--- config.mk ---
export PLATFORM = sky130hd
export DESIGN_NAME = thor2021_ptw
export DESIGN_NICKNAME = d
export VERILOG_FILES = /design/src/rtl/thor2021_ptw_pkg.sv /design/src/rtl/thor2021_ptw_l1cache.sv /design/src/rtl/thor2021_ptw.sv
export SDC_FILE = /design/constraint.sdc
export NUM_CORES = 1
export LEC_CHECK = 0
export ABC_AREA = 0
export CELL_PAD_IN_SITES_DETAIL_PLACEMENT = 0
export CELL_PAD_IN_SITES_GLOBAL_PLACEMENT = 1
export CORE_MARGIN = 5
export CORE_UTILIZATION = 26
export CTS_CLUSTER_DIAMETER = 40
export DETAILED_ROUTE_END_ITERATION = 6
export HOLD_SLACK_MARGIN = 0.1
export PLACE_DENSITY_LB_ADDON = 0.12
export SYNTH_ARGS = -nofsm -noshare
export SYNTH_HDL_FRONTEND = slang
export SYNTH_SLANG_ARGS = --single-unit
--- constraint.sdc ---
create_clock -name clk_i -period 2.69 [get_ports clk_i]
set_input_delay 0.807 -clock clk_i [delete_from_list [all_inputs] [get_ports clk_i]]
set_output_delay 0.807 -clock clk_i [all_outputs]
set_load 0.01 [all_outputs]
--- src/rtl/thor2021_ptw_pkg.sv ---
// Shared types for the Thor2021 MMU: TLB entry layout, page-table entry layout,
// walker states and fault cause codes.
package Thor2021_pkg;

    typedef struct packed {
        logic [17:0] rsvd;
        logic [7:0]  asid;
        logic [9:0]  vpn;
        logic [19:0] ppn;
        logic        g;
        logic        d;
        logic        a;
        logic        u;
        logic        c;
        logic        r;
        logic        w;
        logic        x;
    } TLBEntry;

    typedef struct packed {
        logic [31:0] rsvd;
        logic [19:0] ppn;
        logic [2:0]  sw;
        logic        g;
        logic        d;
        logic        a;
        logic        u;
        logic        c;
        logic        r;
        logic        w;
        logic        x;
        logic        v;
    } PTE;

    typedef enum logic [2:0] {
        PTW_IDLE,
        PTW_L1,
        PTW_L2,
        PTW_WR,
        PTW_DONE,
        PTW_FAULT
    } ptw_state_t;

    localparam logic [1:0] PTW_FC_L1INV  = 2'd1;
    localparam logic [1:0] PTW_FC_L2INV  = 2'd2;
    localparam logic [1:0] PTW_FC_L1LEAF = 2'd3;

    // Tables are 1024 x 8 B and 8 kB aligned, so an entry address is base:index:000.
    function automatic logic [31:0] ptw_pt_addr(input logic [18:0] base, input logic [9:0] idx);
        return {base, idx, 3'b000};
    endfunction

endpackage

--- src/rtl/thor2021_ptw_l1cache.sv ---
// One-entry cache of the last non-leaf L1 PTE, used by thor2021_ptw when
// THOR2021_PTW_L1CACHE_EN is defined.
module thor2021_ptw_l1cache (
    input  logic        clk_i,
    input  logic        rst_i,
    input  logic        flush_i,
    input  logic [18:0] ptbr_base_i,
    input  logic [9:0]  lookup_idx_i,
    output logic        hit_o,
    output logic [18:0] hit_base_o,
    input  logic        fill_i,
    input  logic [9:0]  fill_idx_i,
    input  logic [18:0] fill_base_i
);

    logic        valid_q;
    logic [18:0] tag_ptbr_q;
    logic [9:0]  tag_idx_q;
    logic [18:0] base_q;
    logic [18:0] ptbr_prev_q;
    logic        ptbr_changed;

    assign ptbr_changed = (ptbr_base_i != ptbr_prev_q);

    // Any change of the table base makes the cached entry meaningless, even if
    // the base later returns to its old value.
    always_ff @(posedge clk_i) begin
        if (rst_i) begin
            valid_q     <= 1'b0;
            tag_ptbr_q  <= '0;
            tag_idx_q   <= '0;
            base_q      <= '0;
            ptbr_prev_q <= '0;
        end else begin
            ptbr_prev_q <= ptbr_base_i;
            if (flush_i || ptbr_changed) begin
                valid_q <= 1'b0;
            end else if (fill_i) begin
                valid_q    <= 1'b1;
                tag_ptbr_q <= ptbr_base_i;
                tag_idx_q  <= fill_idx_i;
                base_q     <= fill_base_i;
            end
        end
    end

    assign hit_o = valid_q && !ptbr_changed
                && (tag_ptbr_q == ptbr_base_i)
                && (tag_idx_q == lookup_idx_i);
    assign hit_base_o = base_q;

endmodule

--- src/rtl/thor2021_ptw.sv ---
// Two-level hardware page-table walker feeding the TLB update port.
// Optional one-entry L1 PTE cache enabled by defining THOR2021_PTW_L1CACHE_EN.
module thor2021_ptw
    import Thor2021_pkg::*;
#(
    parameter int AWID  = 32,
    parameter int ASIDW = 8
) (
    input  logic             clk_i,
    input  logic             rst_i,
    input  logic             miss_i,
    input  logic [AWID-1:0]  miss_adr_i,
    input  logic [ASIDW-1:0] asid_i,
    input  logic [AWID-1:0]  ptbr_i,
    input  logic             flush_i,
    output logic             busy_o,
    output logic             done_o,
    output logic             fault_o,
    output logic [1:0]       fault_cause_o,
    output logic             cyc_o,
    output logic             stb_o,
    input  logic             ack_i,
    output logic [AWID-1:0]  adr_o,
    input  logic [63:0]      dat_i,
    output logic             wrtlb_o,
    output logic [15:0]      tlbadr_o,
    output logic [63:0]      tlbdat_o
);

    ptw_state_t       state_q;
    ptw_state_t       state_nxt;
    logic             rearm_q;
    logic [19:0]      va_q;
    logic [ASIDW-1:0] asid_q;
    logic [18:0]      l1_base_q;
    logic [19:0]      l2_ppn_q;
    logic [7:0]       l2_flags_q;
    logic [1:0]       cause_q;
    PTE               pte_in;
    TLBEntry          tlb_entry;
    logic             accept;
    logic             l1_hit;
    logic [18:0]      l1_hit_base;
    logic             unused_bits;

    assign pte_in      = dat_i;
    assign accept      = miss_i && rearm_q;
    assign unused_bits = ^{pte_in.rsvd, pte_in.sw, ptbr_i[12:0], miss_adr_i[11:0]};

`ifdef THOR2021_PTW_L1CACHE_EN
    logic l1_fill;

    assign l1_fill = (state_q == PTW_L1) && ack_i && pte_in.v
                  && !(pte_in.r || pte_in.w || pte_in.x);

    thor2021_ptw_l1cache u_l1cache (
        .clk_i        (clk_i),
        .rst_i        (rst_i),
        .flush_i      (flush_i),
        .ptbr_base_i  (ptbr_i[31:13]),
        .lookup_idx_i (miss_adr_i[31:22]),
        .hit_o        (l1_hit),
        .hit_base_o   (l1_hit_base),
        .fill_i       (l1_fill),
        .fill_idx_i   (va_q[19:10]),
        .fill_base_i  (pte_in.ppn[19:1])
    );
`else
    assign l1_hit      = 1'b0;
    assign l1_hit_base = '0;
`endif

    always_ff @(posedge clk_i) begin
        if (rst_i) begin
            state_q <= PTW_IDLE;
        end else begin
            state_q <= state_nxt;
        end
    end

    always_comb begin
        state_nxt = state_q;
        case (state_q)
            PTW_IDLE:  if (accept) state_nxt = l1_hit ? PTW_L2 : PTW_L1;
            PTW_L1: begin
                if (ack_i) begin
                    if (!pte_in.v || pte_in.r || pte_in.w || pte_in.x) state_nxt = PTW_FAULT;
                    else                                                 state_nxt = PTW_L2;
                end
            end
            PTW_L2:    if (ack_i) state_nxt = pte_in.v ? PTW_WR : PTW_FAULT;
            PTW_WR:    state_nxt = PTW_DONE;
            PTW_DONE:  state_nxt = PTW_IDLE;
            PTW_FAULT: state_nxt = PTW_IDLE;
            default:   state_nxt = PTW_IDLE;
        endcase
    end

    // rearm only comes back after an idle cycle with miss_i low, so a miss the
    // TLB has not yet dropped is not walked twice.
    always_ff @(posedge clk_i) begin
        if (rst_i) begin
            rearm_q    <= 1'b1;
            va_q       <= '0;
            asid_q     <= '0;
            l1_base_q  <= '0;
            l2_ppn_q   <= '0;
            l2_flags_q <= '0;
            cause_q    <= '0;
        end else begin
            case (state_q)
                PTW_IDLE: begin
                    if (!miss_i) begin
                        rearm_q <= 1'b1;
                    end else if (rearm_q) begin
                        rearm_q <= 1'b0;
                        va_q    <= miss_adr_i[31:12];
                        asid_q  <= asid_i;
                        if (l1_hit) l1_base_q <= l1_hit_base;
                    end
                end
                PTW_L1: begin
                    if (ack_i) begin
                        l1_base_q <= pte_in.ppn[19:1];
                        if (!pte_in.v)                                cause_q <= PTW_FC_L1INV;
                        else if (pte_in.r || pte_in.w || pte_in.x)    cause_q <= PTW_FC_L1LEAF;
                    end
                end
                PTW_L2: begin
                    if (ack_i) begin
                        l2_ppn_q   <= pte_in.ppn;
                        l2_flags_q <= {pte_in.g, pte_in.d, pte_in.a, pte_in.u,
                                       pte_in.c, pte_in.r, pte_in.w, pte_in.x};
                        if (!pte_in.v) cause_q <= PTW_FC_L2INV;
                    end
                end
                default: ;
            endcase
        end
    end

    always_comb begin
        busy_o        = (state_q != PTW_IDLE);
        cyc_o         = 1'b0;
        stb_o         = 1'b0;
        adr_o         = '0;
        wrtlb_o       = 1'b0;
        tlbadr_o      = '0;
        tlb_entry     = '0;
        done_o        = 1'b0;
        fault_o       = 1'b0;
        fault_cause_o = '0;
        case (state_q)
            PTW_L1: begin
                cyc_o = 1'b1;
                stb_o = 1'b1;
                adr_o = ptw_pt_addr(ptbr_i[31:13], va_q[19:10]);
            end
            PTW_L2: begin
                cyc_o = 1'b1;
                stb_o = 1'b1;
                adr_o = ptw_pt_addr(l1_base_q, va_q[9:0]);
            end
            PTW_WR: begin
                // Bit 15 of the TLB address selects the random way.
                wrtlb_o        = 1'b1;
                tlbadr_o       = {1'b1, 3'b000, 2'b00, va_q[9:0]};
                tlb_entry.asid = asid_q;
                tlb_entry.vpn  = va_q[19:10];
                tlb_entry.ppn  = l2_ppn_q;
                {tlb_entry.g, tlb_entry.d, tlb_entry.a, tlb_entry.u,
                 tlb_entry.c, tlb_entry.r, tlb_entry.w, tlb_entry.x} = l2_flags_q;
            end
            PTW_DONE:  done_o = 1'b1;
            PTW_FAULT: begin
                fault_o       = 1'b1;
                fault_cause_o = cause_q;
            end
            default: ;
        endcase
    end

    assign tlbdat_o = tlb_entry;

endmodule

==> impl_summary.log <==
INFO  metric outcome = finished clean
INFO  metric most_used_standard_cells_in_the_synthesized_netlist = 96 x sky130_fd_sc_hd__nand2_1, 81 x sky130_fd_sc_hd__dfxtp_1, 77 x sky130_fd_sc_hd__a21oi_1
INFO  metric grt_setup_unrepaired = false
INFO  metric h_tree_levels = 3
INFO  metric register_area = 1630 µm²
INFO  metric fp-row-count = 45
INFO  metric vias_per_cell = 4.62
INFO  metric firstDrtPassIters = 4
INFO  metric io_port_bufs = 173
INFO  metric num_vias = 4030
INFO  metric fin_skew = 9.82 ps
INFO  metric worstHoldPathType = flip-flop to flip-flop
INFO  metric critical_path.n_buffers_inverters = 4
INFO  metric slowest_stage = sky130_fd_sc_hd__dfxtp_4
INFO  metric die_area = 17800 µm²
INFO  metric tritoncts.num_buffers = 9
INFO  metric layout_area_growth_over_synthesis = 57.9%
INFO  metric main_area_contributors_after_synthesis = sky130_fd_sc_hd__dfxtp_1 41%, sky130_fd_sc_hd__a21oi_1 9.7%, sky130_fd_sc_hd__and2_1 9.2%, sky130_fd_sc_hd__nand2_1 9.1%, sky130_fd_sc_hd__a22o_1 6.4%
INFO  metric synth_cell_types = 37
INFO  metric fmax = 385 MHz
INFO  metric synth_flop_cell = sky130_fd_sc_hd__dfxtp_1
INFO  metric path_cells = nor3b_4, buf_6, buf_4, buf_4, a22o_1, dlygate4sd2_1
INFO  metric drive_gt1_frac = 0.104
INFO  metric dp_cells = 844
INFO  metric crit_family = buffers and inverters
INFO  metric cap_viol_max_count = 0
INFO  metric largest_net_degree_at_the_start_of_global_routing = 46
INFO  metric grt_first_pass_wirelength = 21.8 mm
INFO  metric power.ir.vdd_worst = 0.000218 V
INFO  metric synth_top_area_cell = sky130_fd_sc_hd__dfxtp_1
INFO  metric synth_compound_area_frac = 0.220
INFO  metric grt.overflow.total = 0
INFO  metric drtIter0Drc = 176
INFO  metric muxShareOfSynthArea = 0
INFO  metric critical_path.most_common_cell = sky130_fd_sc_hd__buf_4
INFO  metric ys_warn_count = 0
INFO  metric synth_cell_area = 3960 µm²
INFO  metric route.layer.met1.wl = 6.49 mm
INFO  metric instances_no_fill = 872
INFO  metric postRouteAntennaNets = 0
INFO  metric layout.filler_cells = 1568
INFO  metric synth_top_family_by_area = simple AND/OR/NAND/NOR gates
INFO  metric period_minus_slack = 2590 ps
INFO  metric synth-simple-area-share = 0.257
INFO  metric async_flop_share = 0
INFO  metric startpoint_type = flip-flop
INFO  metric track_usage = 0.154
INFO  metric setup.worst_path.end_class = primary output
INFO  metric slowest_delay = 370 ps
INFO  metric clock_latency_late_sink = 350 ps
INFO  metric totalPowerFinal = 3.21 mW
INFO  metric highest_routing_layer_actually_used = met4
INFO  metric detailroute.wirelength.met3 = 1.05 mm
INFO  metric clock-root-buffer = sky130_fd_sc_hd__clkbuf_16
INFO  metric holdBufCountCts = 0
INFO  metric post-synth-top-count-cell = sky130_fd_sc_hd__nand2_1
INFO  metric worst-endpoint-arrival = 1790 ps
INFO  metric synth_xor_xnor_area_share = 0.00221
INFO  metric synth-seq-cells = 81
INFO  metric worstPathMaxFanout = 6
INFO  metric final_hold_viol_count = 0
INFO  metric overall_die_height = 133 µm
INFO  metric clk_path_buf_depth = 2
INFO  metric ioPinCount = 261
INFO  metric cts_tree = built
INFO  metric cts.sinks = 81
INFO  metric synth.top_cell.area_share = 0.410
INFO  metric post_drt_wl_per_cell = 16.2 µm
INFO  metric met2_length = 6.40 mm
INFO  metric avgSynthCellArea = 7.82 µm²
INFO  metric hold_slack = 449 ps
INFO  metric grt_antenna_before_repair = 0
INFO  metric start_util = 0.262
INFO  metric synth_enable_flop_cells = 0
INFO  metric required = 1880 ps
INFO  metric syn-instance-count = 506
INFO  metric detail_route.wirelength = 14.1 mm
INFO  metric totalNegativeSetupSlack = 0 ps
INFO  metric slew_violations = 0
INFO  metric final_net_count = 820
INFO  metric sequential_to_total_area_share_from_yosys_stat = 0.410
INFO  metric finalCritPeriodShare = 0.964
INFO  metric cellLeakagePower = 2.78 nW
INFO  metric path_clk_slew = 60 ps
INFO  metric antenna_cells = 0
INFO  metric drcViolationCount = 0
INFO  metric final_core_utilization = 0.414
INFO  metric dieWidth = 133 µm
INFO  metric power.density_cell_area = 513 nW/µm²
INFO  metric post-dp-hpwl = 9.73 mm
INFO  metric placeableCoreArea = 15100 µm²
INFO  metric synth_fa_ha_area_frac = 0
INFO  metric multi_input_area = 2050 µm²
INFO  metric gp_routability_congestion = 0.762
INFO  metric setup_viol = 0
INFO  metric vias_in_the_first_global_route = 4015
INFO  metric setup.worst_path.class = flip-flop to primary output
[worst register-to-register path, stage by stage, from the launching register on]
cell and delay (ps):
sky130_fd_sc_hd__dfxtp_2 390, sky130_fd_sc_hd__buf_4 190, sky130_fd_sc_hd__nor4bb_4 340, sky130_fd_sc_hd__buf_4 270, sky130_fd_sc_hd__nand2_1 80, sky130_fd_sc_hd__a21oi_1 120
[flip-flops by register name (all words and copies together), names as in the netlist]
register / flops
va_q: 20
rearm_q: 1
cause_q: 2
l2_flags_q: 8
l2_ppn_q: 20
asid_q: 8
l1_base_q: 19
state_q: 3
[cells by family (layout without fill, tap and decap cells)]
group	Yosys count	after routing
AO/OA/AOI/OAI	145	145
XOR/XNOR	1	1
buffers and inverters	78	231
flip-flops	81	81
other	1	26
AND/OR/NAND/NOR	200	200
[per-layer routing]
layer,GRT usage,vias up
li1,-,2012
met1,0.195,1865
met2,0.240,139
met3,0.0634,14
met4,0.0486,0
met5,0,-
[area by class of cell]
type / instances / share of cell area
clock buffer: 13 / 0.0401
clock inverter: 3 / 0.00641
inverter: 3 / 0.00220
multi-input combinational: 372 / 0.329
sequential: 81 / 0.261
tap: 188 / 0.0377
timing repair buffer: 212 / 0.324
[cells in the final DEF (no fill, tap or decap), types with 2 or more instances in the layout]
cell                              instances
sky130_fd_sc_hd__o21ai_0                 26
sky130_fd_sc_hd__nand3_1                 28
sky130_fd_sc_hd__nor2_1                   2
sky130_fd_sc_hd__clkdlybuf4s50_1         82
sky130_fd_sc_hd__dfxtp_4                  2
sky130_fd_sc_hd__and2_1                  58
sky130_fd_sc_hd__nand4bb_1                3
sky130_fd_sc_hd__buf_12                   2
sky130_fd_sc_hd__nor4bb_4                 2
sky130_fd_sc_hd__o21ai_1                  3
sky130_fd_sc_hd__clkbuf_16               11
sky130_fd_sc_hd__clkinv_2                 2
sky130_fd_sc_hd__a211o_1                  2
sky130_fd_sc_hd__a21oi_1                 77
sky130_fd_sc_hd__clkdlybuf4s15_1          7
sky130_fd_sc_hd__nor3b_4                  3
sky130_fd_sc_hd__dlygate4sd2_1           72
sky130_fd_sc_hd__clkbuf_2                 3
sky130_fd_sc_hd__conb_1                  26
sky130_fd_sc_hd__a22o_1                  29
sky130_fd_sc_hd__dfxtp_1                 78
sky130_fd_sc_hd__clkbuf_1                 3
sky130_fd_sc_hd__nand2_1                 96
sky130_fd_sc_hd__buf_4                   28
sky130_fd_sc_hd__inv_1                    2
sky130_fd_sc_hd__buf_6                    6
sky130_fd_sc_hd__nand2b_1                 2
sky130_fd_sc_hd__dlymetal6s2s_1           8
[through the flow]
step | instance area (µm²) | setup WS (ps)
floorplan | 4050 | 566
global placement | 5860 | -59.5
detailed placement | 5860 | -75.7
CTS | 6140 | -94.0
global route | 6250 | 1.86
finish | 6250 | 95.7
[power by group]
group          leakage, nW  internal (mW)  switching, mW
clock                0.144          0.742          0.483
sequential           0.660           1.27         0.0500
combinational         1.98          0.343          0.319
[final timing paths]
path,from,end,slack [ps],cells past startpoint
max,state_q[0]$_SDFFE_PP0P_,adr_o[10],100,6
min,l2_ppn_q[18]$_SDFFE_PP0P_,l2_ppn_q[18]$_SDFFE_PP0P_,450,2
max reg2reg,state_q[1]$_SDFFE_PP0P_,l2_flags_q[0]$_SDFFE_PP0P_,1230,5
min reg2reg,l2_ppn_q[18]$_SDFFE_PP0P_,l2_ppn_q[18]$_SDFFE_PP0P_,450,2
[repair_timing]
| action | in CTS | in global routing |
|---|---|---|
| resized for setup | 96 | 25 |
| endpoints found under the setup margin | 94 | 23 |
| pin swaps | 1 | 0 |
| buffers inserted | 7 | 2 |
| cloned | 1 | 2 |
Power figures use the tool's default switching activity.
